==> config.mk <==
export PLATFORM = sky130hd
export DESIGN_NAME = rom_arbiter_flat
export DESIGN_NICKNAME = d
export VERILOG_FILES = /design/src/rtl/tmnt_rom_pkg.sv /design/src/rtl/rom_arbiter_if.sv /design/src/rtl/rom_arb_prio.sv /design/src/rtl/rom_arbiter.sv /design/src/flat_wrapper.sv
export SDC_FILE = /design/constraint.sdc
export NUM_CORES = 1
export LEC_CHECK = 0
export BUFFER_PORTS_ARGS = -buffer_cell sky130_fd_sc_hd__buf_4
export CELL_PAD_IN_SITES_DETAIL_PLACEMENT = 1
export CELL_PAD_IN_SITES_GLOBAL_PLACEMENT = 2
export CORE_MARGIN = 3
export CORE_UTILIZATION = 35
export DETAILED_ROUTE_END_ITERATION = 16
export PLACE_DENSITY = 0.81
export SETUP_SLACK_MARGIN = 0.5
export SYNTH_ARGS = -nofsm -noshare
export SYNTH_HDL_FRONTEND = slang
export SYNTH_HIERARCHICAL = 1
export SYNTH_SLANG_ARGS = --single-unit
==> constraint.sdc <==
create_clock -name clk_sys -period 3.3 [get_ports clk_sys]
set_clock_uncertainty 0.15 [all_clocks]
set_input_delay 0.66 -clock clk_sys [delete_from_list [all_inputs] [get_ports clk_sys]]
set_output_delay 0.66 -clock clk_sys [all_outputs]
set_load 0.1 [all_outputs]
==> src/rtl/tmnt_rom_pkg.sv <==
// Shared types and default SDRAM byte bases for the ROM arbiter.
// Requester indices double as bit positions in the pending/grant vectors.
package tmnt_rom_pkg;

    typedef enum logic [1:0] {
        REQ_M68K  = 2'd0,
        REQ_SPR   = 2'd1,
        REQ_TILES = 2'd2,
        REQ_THEME = 2'd3
    } req_idx_e;

    typedef enum logic [1:0] {
        IDLE  = 2'd0,
        ISSUE = 2'd1,
        WAIT  = 2'd2
    } arb_state_e;

    localparam logic [25:0] DEF_M68K_BASE  = 26'h0000000;
    localparam logic [25:0] DEF_TILES_BASE = 26'h0100000;
    localparam logic [25:0] DEF_SPR_BASE   = 26'h0200000;
    localparam logic [25:0] DEF_THEME_BASE = 26'h0400000;

    // Rotation order among video requesters: sprites -> tiles -> theme -> sprites.
    function automatic req_idx_e next_video(input req_idx_e r);
        case (r)
            REQ_SPR:   return REQ_TILES;
            REQ_TILES: return REQ_THEME;
            default:   return REQ_SPR;
        endcase
    endfunction

    function automatic req_idx_e grant_idx(input logic [3:0] g);
        if (g[REQ_SPR])        return REQ_SPR;
        else if (g[REQ_TILES]) return REQ_TILES;
        else if (g[REQ_THEME]) return REQ_THEME;
        else                   return REQ_M68K;
    endfunction

endpackage

==> src/rtl/rom_arbiter_if.sv <==
// Requester and SDRAM-controller signals of the ROM arbiter.
// The slave modport is the arbiter's view; master is the surrounding system.
interface rom_arbiter_if;
    logic        load_en;
    logic        m68k_rom_req;
    logic [17:0] m68k_rom_addr;
    logic [15:0] m68k_rom_dout;
    logic        sdram_dtack;
    logic        tiles_rom_req;
    logic [17:0] tiles_rom_addr;
    logic        spr_rom_req;
    logic [18:0] spr_rom_addr;
    logic        theme_rom_req;
    logic [17:0] theme_rom_addr;
    logic [31:0] tiles_rom_dout;
    logic [31:0] spr_rom_dout;
    logic [31:0] theme_rom_dout;
    logic        sdr_req;
    logic [25:0] sdr_addr;
    logic        sdr_ack;
    logic [31:0] sdr_dout;
    logic        arb_err;

    modport slave (
        input  load_en, m68k_rom_req, m68k_rom_addr, tiles_rom_req, tiles_rom_addr,
               spr_rom_req, spr_rom_addr, theme_rom_req, theme_rom_addr, sdr_ack, sdr_dout,
        output m68k_rom_dout, sdram_dtack, tiles_rom_dout, spr_rom_dout, theme_rom_dout,
               sdr_req, sdr_addr, arb_err
    );

    modport master (
        output load_en, m68k_rom_req, m68k_rom_addr, tiles_rom_req, tiles_rom_addr,
               spr_rom_req, spr_rom_addr, theme_rom_req, theme_rom_addr, sdr_ack, sdr_dout,
        input  m68k_rom_dout, sdram_dtack, tiles_rom_dout, spr_rom_dout, theme_rom_dout,
               sdr_req, sdr_addr, arb_err
    );
endinterface

==> src/rtl/rom_arb_prio.sv <==
// Winner selection: 68k always first, then video requesters starting at rr_ptr.
// With rr_ptr held at REQ_SPR this is the fixed order sprites > tiles > theme.
module rom_arb_prio
    import tmnt_rom_pkg::*;
(
    input  logic [3:0] pend,
    input  req_idx_e   rr_ptr,
    output logic [3:0] grant
);
    req_idx_e c0, c1, c2;

    assign c0 = rr_ptr;
    assign c1 = next_video(c0);
    assign c2 = next_video(c1);

    always_comb begin
        grant = '0;
        if (pend[REQ_M68K]) grant[REQ_M68K] = 1'b1;
        else if (pend[c0])  grant[c0]       = 1'b1;
        else if (pend[c1])  grant[c1]       = 1'b1;
        else if (pend[c2])  grant[c2]       = 1'b1;
    end
endmodule

==> src/rtl/rom_arbiter.sv <==
// Four-requester ROM arbiter in front of a single SDRAM read port.
// Define ROM_ARB_RR_EN to rotate priority among the video requesters.
module rom_arbiter
    import tmnt_rom_pkg::*;
#(
    parameter logic [25:0] M68K_BASE  = DEF_M68K_BASE,
    parameter logic [25:0] TILES_BASE = DEF_TILES_BASE,
    parameter logic [25:0] SPR_BASE   = DEF_SPR_BASE,
    parameter logic [25:0] THEME_BASE = DEF_THEME_BASE,
    parameter logic [7:0]  TIMEOUT    = 8'd255
) (
    input  logic         clk_sys,
    input  logic         nRESET,
    rom_arbiter_if.slave bus
);
    logic [3:0]  strb, clr, pending_d, pending_q, eff_pend, grant;
    logic [17:0] m68k_addr_d, m68k_addr_q, tiles_addr_d, tiles_addr_q;
    logic [17:0] theme_addr_d, theme_addr_q;
    logic [18:0] spr_addr_d, spr_addr_q;
    logic [25:0] grant_addr, sdr_addr_q;
    logic [15:0] m68k_dout_q;
    logic [31:0] tiles_dout_q, spr_dout_q, theme_dout_q;
    logic [7:0]  timer_q;
    logic        sdr_req_q, dtack_q, err_q, timeout;
    req_idx_e    grant_ix, winner_q, rr_ptr;
    arb_state_e  state_q;

    // Strobes are dropped entirely while the HPS owns the SDRAM.
    assign strb = {bus.theme_rom_req, bus.tiles_rom_req, bus.spr_rom_req, bus.m68k_rom_req}
                  & {4{~bus.load_en}};
    assign eff_pend = pending_q | strb;
    assign grant_ix = grant_idx(grant);
    assign timeout  = (state_q == WAIT) && !bus.sdr_ack && (timer_q == TIMEOUT - 8'd1);

`ifdef ROM_ARB_RR_EN
    req_idx_e rr_ptr_q;
    assign rr_ptr = rr_ptr_q;
`else
    assign rr_ptr = REQ_SPR;
`endif

    rom_arb_prio u_prio (
        .pend   (eff_pend),
        .rr_ptr (rr_ptr),
        .grant  (grant)
    );

    always_comb begin
        m68k_addr_d  = strb[REQ_M68K]  ? bus.m68k_rom_addr  : m68k_addr_q;
        spr_addr_d   = strb[REQ_SPR]   ? bus.spr_rom_addr   : spr_addr_q;
        tiles_addr_d = strb[REQ_TILES] ? bus.tiles_rom_addr : tiles_addr_q;
        theme_addr_d = strb[REQ_THEME] ? bus.theme_rom_addr : theme_addr_q;
        clr = '0;
        if (state_q == ISSUE) clr[winner_q] = 1'b1;
        // A strobe landing on the clearing edge re-arms the requester.
        pending_d = bus.load_en ? 4'b0 : ((pending_q & ~clr) | strb);
        case (grant_ix)
            REQ_M68K:  grant_addr = M68K_BASE  + {7'b0, m68k_addr_d, 1'b0};
            REQ_SPR:   grant_addr = SPR_BASE   + {5'b0, spr_addr_d, 2'b00};
            REQ_TILES: grant_addr = TILES_BASE + {6'b0, tiles_addr_d, 2'b00};
            default:   grant_addr = THEME_BASE + {6'b0, theme_addr_d, 2'b00};
        endcase
    end

    always_ff @(posedge clk_sys or negedge nRESET) begin
        if (!nRESET) begin
            pending_q    <= '0;
            m68k_addr_q  <= '0;
            spr_addr_q   <= '0;
            tiles_addr_q <= '0;
            theme_addr_q <= '0;
        end else begin
            pending_q    <= pending_d;
            m68k_addr_q  <= m68k_addr_d;
            spr_addr_q   <= spr_addr_d;
            tiles_addr_q <= tiles_addr_d;
            theme_addr_q <= theme_addr_d;
        end
    end

    always_ff @(posedge clk_sys or negedge nRESET) begin
        if (!nRESET) begin
            state_q      <= IDLE;
            winner_q     <= REQ_M68K;
            sdr_req_q    <= 1'b0;
            sdr_addr_q   <= '0;
            timer_q      <= '0;
            m68k_dout_q  <= '0;
            spr_dout_q   <= '0;
            tiles_dout_q <= '0;
            theme_dout_q <= '0;
            dtack_q      <= 1'b1;
            err_q        <= 1'b0;
`ifdef ROM_ARB_RR_EN
            rr_ptr_q     <= REQ_SPR;
`endif
        end else begin
            case (state_q)
                IDLE: begin
                    sdr_req_q <= 1'b0;
                    if (!bus.load_en && |eff_pend) begin
                        winner_q   <= grant_ix;
                        sdr_addr_q <= grant_addr;
                        sdr_req_q  <= 1'b1;
                        state_q    <= ISSUE;
`ifdef ROM_ARB_RR_EN
                        if (grant_ix != REQ_M68K) rr_ptr_q <= next_video(grant_ix);
`endif
                    end
                end
                ISSUE: begin
                    sdr_req_q <= 1'b0;
                    timer_q   <= '0;
                    state_q   <= WAIT;
                end
                WAIT: begin
                    if (bus.sdr_ack) begin
                        state_q <= IDLE;
                        if (!bus.load_en) begin
                            case (winner_q)
                                REQ_M68K:  m68k_dout_q  <= bus.sdr_dout[15:0];
                                REQ_SPR:   spr_dout_q   <= bus.sdr_dout;
                                REQ_TILES: tiles_dout_q <= bus.sdr_dout;
                                default:   theme_dout_q <= bus.sdr_dout;
                            endcase
                        end
                    end else if (timeout) begin
                        state_q <= IDLE;
                        err_q   <= 1'b1;
                    end else begin
                        timer_q <= timer_q + 8'd1;
                    end
                end
                default: state_q <= IDLE;
            endcase

            if (bus.load_en)
                dtack_q <= 1'b1;
            else if (strb[REQ_M68K])
                dtack_q <= 1'b0;
            else if (state_q == WAIT && winner_q == REQ_M68K && (bus.sdr_ack || timeout))
                dtack_q <= 1'b1;
        end
    end

    assign bus.sdr_req        = sdr_req_q;
    assign bus.sdr_addr       = sdr_addr_q;
    assign bus.m68k_rom_dout  = m68k_dout_q;
    assign bus.spr_rom_dout   = spr_dout_q;
    assign bus.tiles_rom_dout = tiles_dout_q;
    assign bus.theme_rom_dout = theme_dout_q;
    assign bus.sdram_dtack    = dtack_q | bus.load_en;
    assign bus.arb_err        = err_q;
endmodule

==> src/flat_wrapper.sv <==
// flat-port wrapper written by rule: the top's interface ports become plain ports
module rom_arbiter_flat import tmnt_rom_pkg::*;
#(
    parameter logic [25:0] M68K_BASE  = DEF_M68K_BASE,
    parameter logic [25:0] TILES_BASE = DEF_TILES_BASE,
    parameter logic [25:0] SPR_BASE   = DEF_SPR_BASE,
    parameter logic [25:0] THEME_BASE = DEF_THEME_BASE,
    parameter logic [7:0]  TIMEOUT    = 8'd255
)
  (clk_sys, nRESET, bus_load_en, bus_m68k_rom_req, bus_m68k_rom_addr, bus_tiles_rom_req, bus_tiles_rom_addr, bus_spr_rom_req, bus_spr_rom_addr, bus_theme_rom_req, bus_theme_rom_addr, bus_sdr_ack, bus_sdr_dout, bus_m68k_rom_dout, bus_sdram_dtack, bus_tiles_rom_dout, bus_spr_rom_dout, bus_theme_rom_dout, bus_sdr_req, bus_sdr_addr, bus_arb_err);
  rom_arbiter_if bus_i ();
  input  logic clk_sys;
  input  logic nRESET;
  input wire logic [$bits(bus_i.load_en)-1:0] bus_load_en;
  input wire logic [$bits(bus_i.m68k_rom_req)-1:0] bus_m68k_rom_req;
  input wire logic [$bits(bus_i.m68k_rom_addr)-1:0] bus_m68k_rom_addr;
  input wire logic [$bits(bus_i.tiles_rom_req)-1:0] bus_tiles_rom_req;
  input wire logic [$bits(bus_i.tiles_rom_addr)-1:0] bus_tiles_rom_addr;
  input wire logic [$bits(bus_i.spr_rom_req)-1:0] bus_spr_rom_req;
  input wire logic [$bits(bus_i.spr_rom_addr)-1:0] bus_spr_rom_addr;
  input wire logic [$bits(bus_i.theme_rom_req)-1:0] bus_theme_rom_req;
  input wire logic [$bits(bus_i.theme_rom_addr)-1:0] bus_theme_rom_addr;
  input wire logic [$bits(bus_i.sdr_ack)-1:0] bus_sdr_ack;
  input wire logic [$bits(bus_i.sdr_dout)-1:0] bus_sdr_dout;
  output wire logic [$bits(bus_i.m68k_rom_dout)-1:0] bus_m68k_rom_dout;
  output wire logic [$bits(bus_i.sdram_dtack)-1:0] bus_sdram_dtack;
  output wire logic [$bits(bus_i.tiles_rom_dout)-1:0] bus_tiles_rom_dout;
  output wire logic [$bits(bus_i.spr_rom_dout)-1:0] bus_spr_rom_dout;
  output wire logic [$bits(bus_i.theme_rom_dout)-1:0] bus_theme_rom_dout;
  output wire logic [$bits(bus_i.sdr_req)-1:0] bus_sdr_req;
  output wire logic [$bits(bus_i.sdr_addr)-1:0] bus_sdr_addr;
  output wire logic [$bits(bus_i.arb_err)-1:0] bus_arb_err;
  assign bus_i.load_en = bus_load_en;
  assign bus_i.m68k_rom_req = bus_m68k_rom_req;
  assign bus_i.m68k_rom_addr = bus_m68k_rom_addr;
  assign bus_i.tiles_rom_req = bus_tiles_rom_req;
  assign bus_i.tiles_rom_addr = bus_tiles_rom_addr;
  assign bus_i.spr_rom_req = bus_spr_rom_req;
  assign bus_i.spr_rom_addr = bus_spr_rom_addr;
  assign bus_i.theme_rom_req = bus_theme_rom_req;
  assign bus_i.theme_rom_addr = bus_theme_rom_addr;
  assign bus_i.sdr_ack = bus_sdr_ack;
  assign bus_i.sdr_dout = bus_sdr_dout;
  assign bus_m68k_rom_dout = bus_i.m68k_rom_dout;
  assign bus_sdram_dtack = bus_i.sdram_dtack;
  assign bus_tiles_rom_dout = bus_i.tiles_rom_dout;
  assign bus_spr_rom_dout = bus_i.spr_rom_dout;
  assign bus_theme_rom_dout = bus_i.theme_rom_dout;
  assign bus_sdr_req = bus_i.sdr_req;
  assign bus_sdr_addr = bus_i.sdr_addr;
  assign bus_arb_err = bus_i.arb_err;
  rom_arbiter #(.M68K_BASE(M68K_BASE), .TILES_BASE(TILES_BASE), .SPR_BASE(SPR_BASE), .THEME_BASE(THEME_BASE), .TIMEOUT(TIMEOUT)) u_core (.clk_sys(clk_sys), .nRESET(nRESET), .bus(bus_i));
endmodule
==> reports/results.ini <==
[critical_path]
worstPathArrival_ps = 2960
worstPathMaxFanout = 19
worstReg2RegEnd = u_core/bus.sdr_addr[6]$_DFFE_PN0P_
ff2ff_path_depth = 9
critPathRequiredTime_ps = 3560
critical_path.startpoint = bus_spr_rom_req
critPathLaunchType = primary input
reg2reg_setup_slack_ps = 610
worst_r2r_startpoint = u_core/pending_q[1]$_DFF_PN0_
setup.worst_path.class = primary input to flip-flop
crit_path_end_kind = flip-flop

[sta]
fin_ws_ps = 603.3
fin_crit_sh = 0.8172
worst_pin_slew_ps = 843.9
hold_slack_ps = 237.7
fmax_mhz = 370.8
layout_min_cycle_time_ps = 2697
setup_viol = 0
rsz0062_at_grt = false
slew_headroom = 0.4374
hold_viol = 0
drv_slew = 0

[detailed_routing]
dr_total_vias = 6365
drc = 0
wirelength_microns = 26600
firstDrtPassIters = 4
drtIter0Drc = 249
antenna_left = 0
wire_per_inst_microns = 20.70
vias_per_cell = 4.953

[finish]
mostFrequentLayoutCells = buf_4, dfrtp_1, mux2_2, nor2_1, clkbuf_16
stdcell_count = 1285
antenna_cells = 0
final_nets = 1051
drive_above_1_share = 0.5474
fin_util = 0.4842
areaGrowthSynthToFinish_pct = 35.83
mostFrequentLayoutCell = buf_4
fill_cells = 2701

[synth]
synth_area_sq_mm = 0.009316
syn_inst = 652
avgSynthCellArea_sq_um = 14.29
yosysWarnings = 6

[die]
io_pins = 254
die_w_microns = 169.2
dieArea_sq_mm = 0.02861
core_area_sq_mm = 0.02613
num_rows = 59
start_util = 0.3565
die_height_microns = 169.2

[grt]
grt_first_pass_wirelength_microns = 41430
grt_overflow = 0
grt_pass1_vias = 7159
antenna_found_initial = 0
grt_max_degree = 82
grt_usage = 0.1823

[run]
cap_violations = 0

[clock_tree]
clk_path_buf_depth = 3
numCtsBuffers = 26
cts_tree = built
clkLatencyLatePin_ps = 520
clk_pin_slew_ps = 60
clockRootBuffer = clkbuf_16
cts.sinks = 226
htreeDepth = 1

[place]
io_buffers = 249
gp_congestion = 0.7619
dp_slack_ps = -163.5
dp.cells = 1235
dp_hpwl_microns = 18720

[run_status]
status = completed

[hold_path]
worstHoldPathCells = 3
hold_class = primary input to flip-flop
hold_start = bus_m68k_rom_req
min_to = u_core/pending_q[0]$_DFF_PN0_

## worst max-delay path, cell delays in order
cell and delay, ps:
buf_4 120, nor2b_2 150, or2_4 220, mux4_2 530, nor2b_4 170, nor3_4 180, inv_1 80, and3_1 170
buf_12 160, a221o_1 340, o22a_1 160
## metrics by stage
step / setup TNS, ps / cell area, sq um
2_1_floorplan: 0 / 9424
3_3_place_gp: -1042 / 11730
3_5_place_dp: -1489 / 11730
4_1_cts: 0 / 12630
5_1_grt: 0 / 12650
6_report: 0 / 12650
## how the worst max path moves through the flow
stage,end
3_3_place_gp,u_core/bus.sdr_addr[3]$_DFFE_PN0P_
2_1_floorplan,u_core/bus.sdr_addr[16]$_DFFE_PN0P_
3_5_place_dp,u_core/bus.sdr_addr[4]$_DFFE_PN0P_
6_report,u_core/bus.sdr_addr[6]$_DFFE_PN0P_
4_1_cts,u_core/bus.sdr_addr[6]$_DFFE_PN0P_
5_1_grt,u_core/bus.sdr_addr[3]$_DFFE_PN0P_
## flip-flops by register name, summed over array words and instances (netlist names), 4 cells and up
name,cells
u_core/pending_q,4
u_core/bus.spr_rom_dout,32
u_core/bus.sdr_addr,22
u_core/spr_addr_q,19
u_core/timer_q,8
u_core/bus.theme_rom_dout,32
u_core/theme_addr_q,18
u_core/bus.tiles_rom_dout,32
u_core/tiles_addr_q,18
u_core/m68k_addr_q,18
u_core/bus.m68k_rom_dout,16
## layer usage
layer,vias to the layer above,track usage,share of wire
met2,184,0.3102,0.50
met5,-,0,0
met1,3270,0.2239,0.40
met4,0,0.03378,0.015
met3,24,0.07035,0.090
li1,2887,-,-
## final cells by class
cell class	instances	area, sq um	area share
inverter	10	40.04	0.003164
sequential	226	5657	0.4470
timing repair buffer	277	2152	0.1701
clock buffer	38	747.0	0.05903
multi-input combinational	389	3511	0.2774
tap	335	419.2	0.03312
clock inverter	10	128.9	0.01018
## repair_timing
action | 4_1_cts | 5_1_grt
resized for setup | 3 | 1
hold buffers | 1 | 0
endpoints found under the hold margin | 17 | 0
buffers inserted | 0 | 1
setup endpoints to repair | 10 | 15
pin swaps | 0 | 2
Power is not shown: default switching activity piles up to over one toggle a cycle in this logic, so the estimate is an artifact.
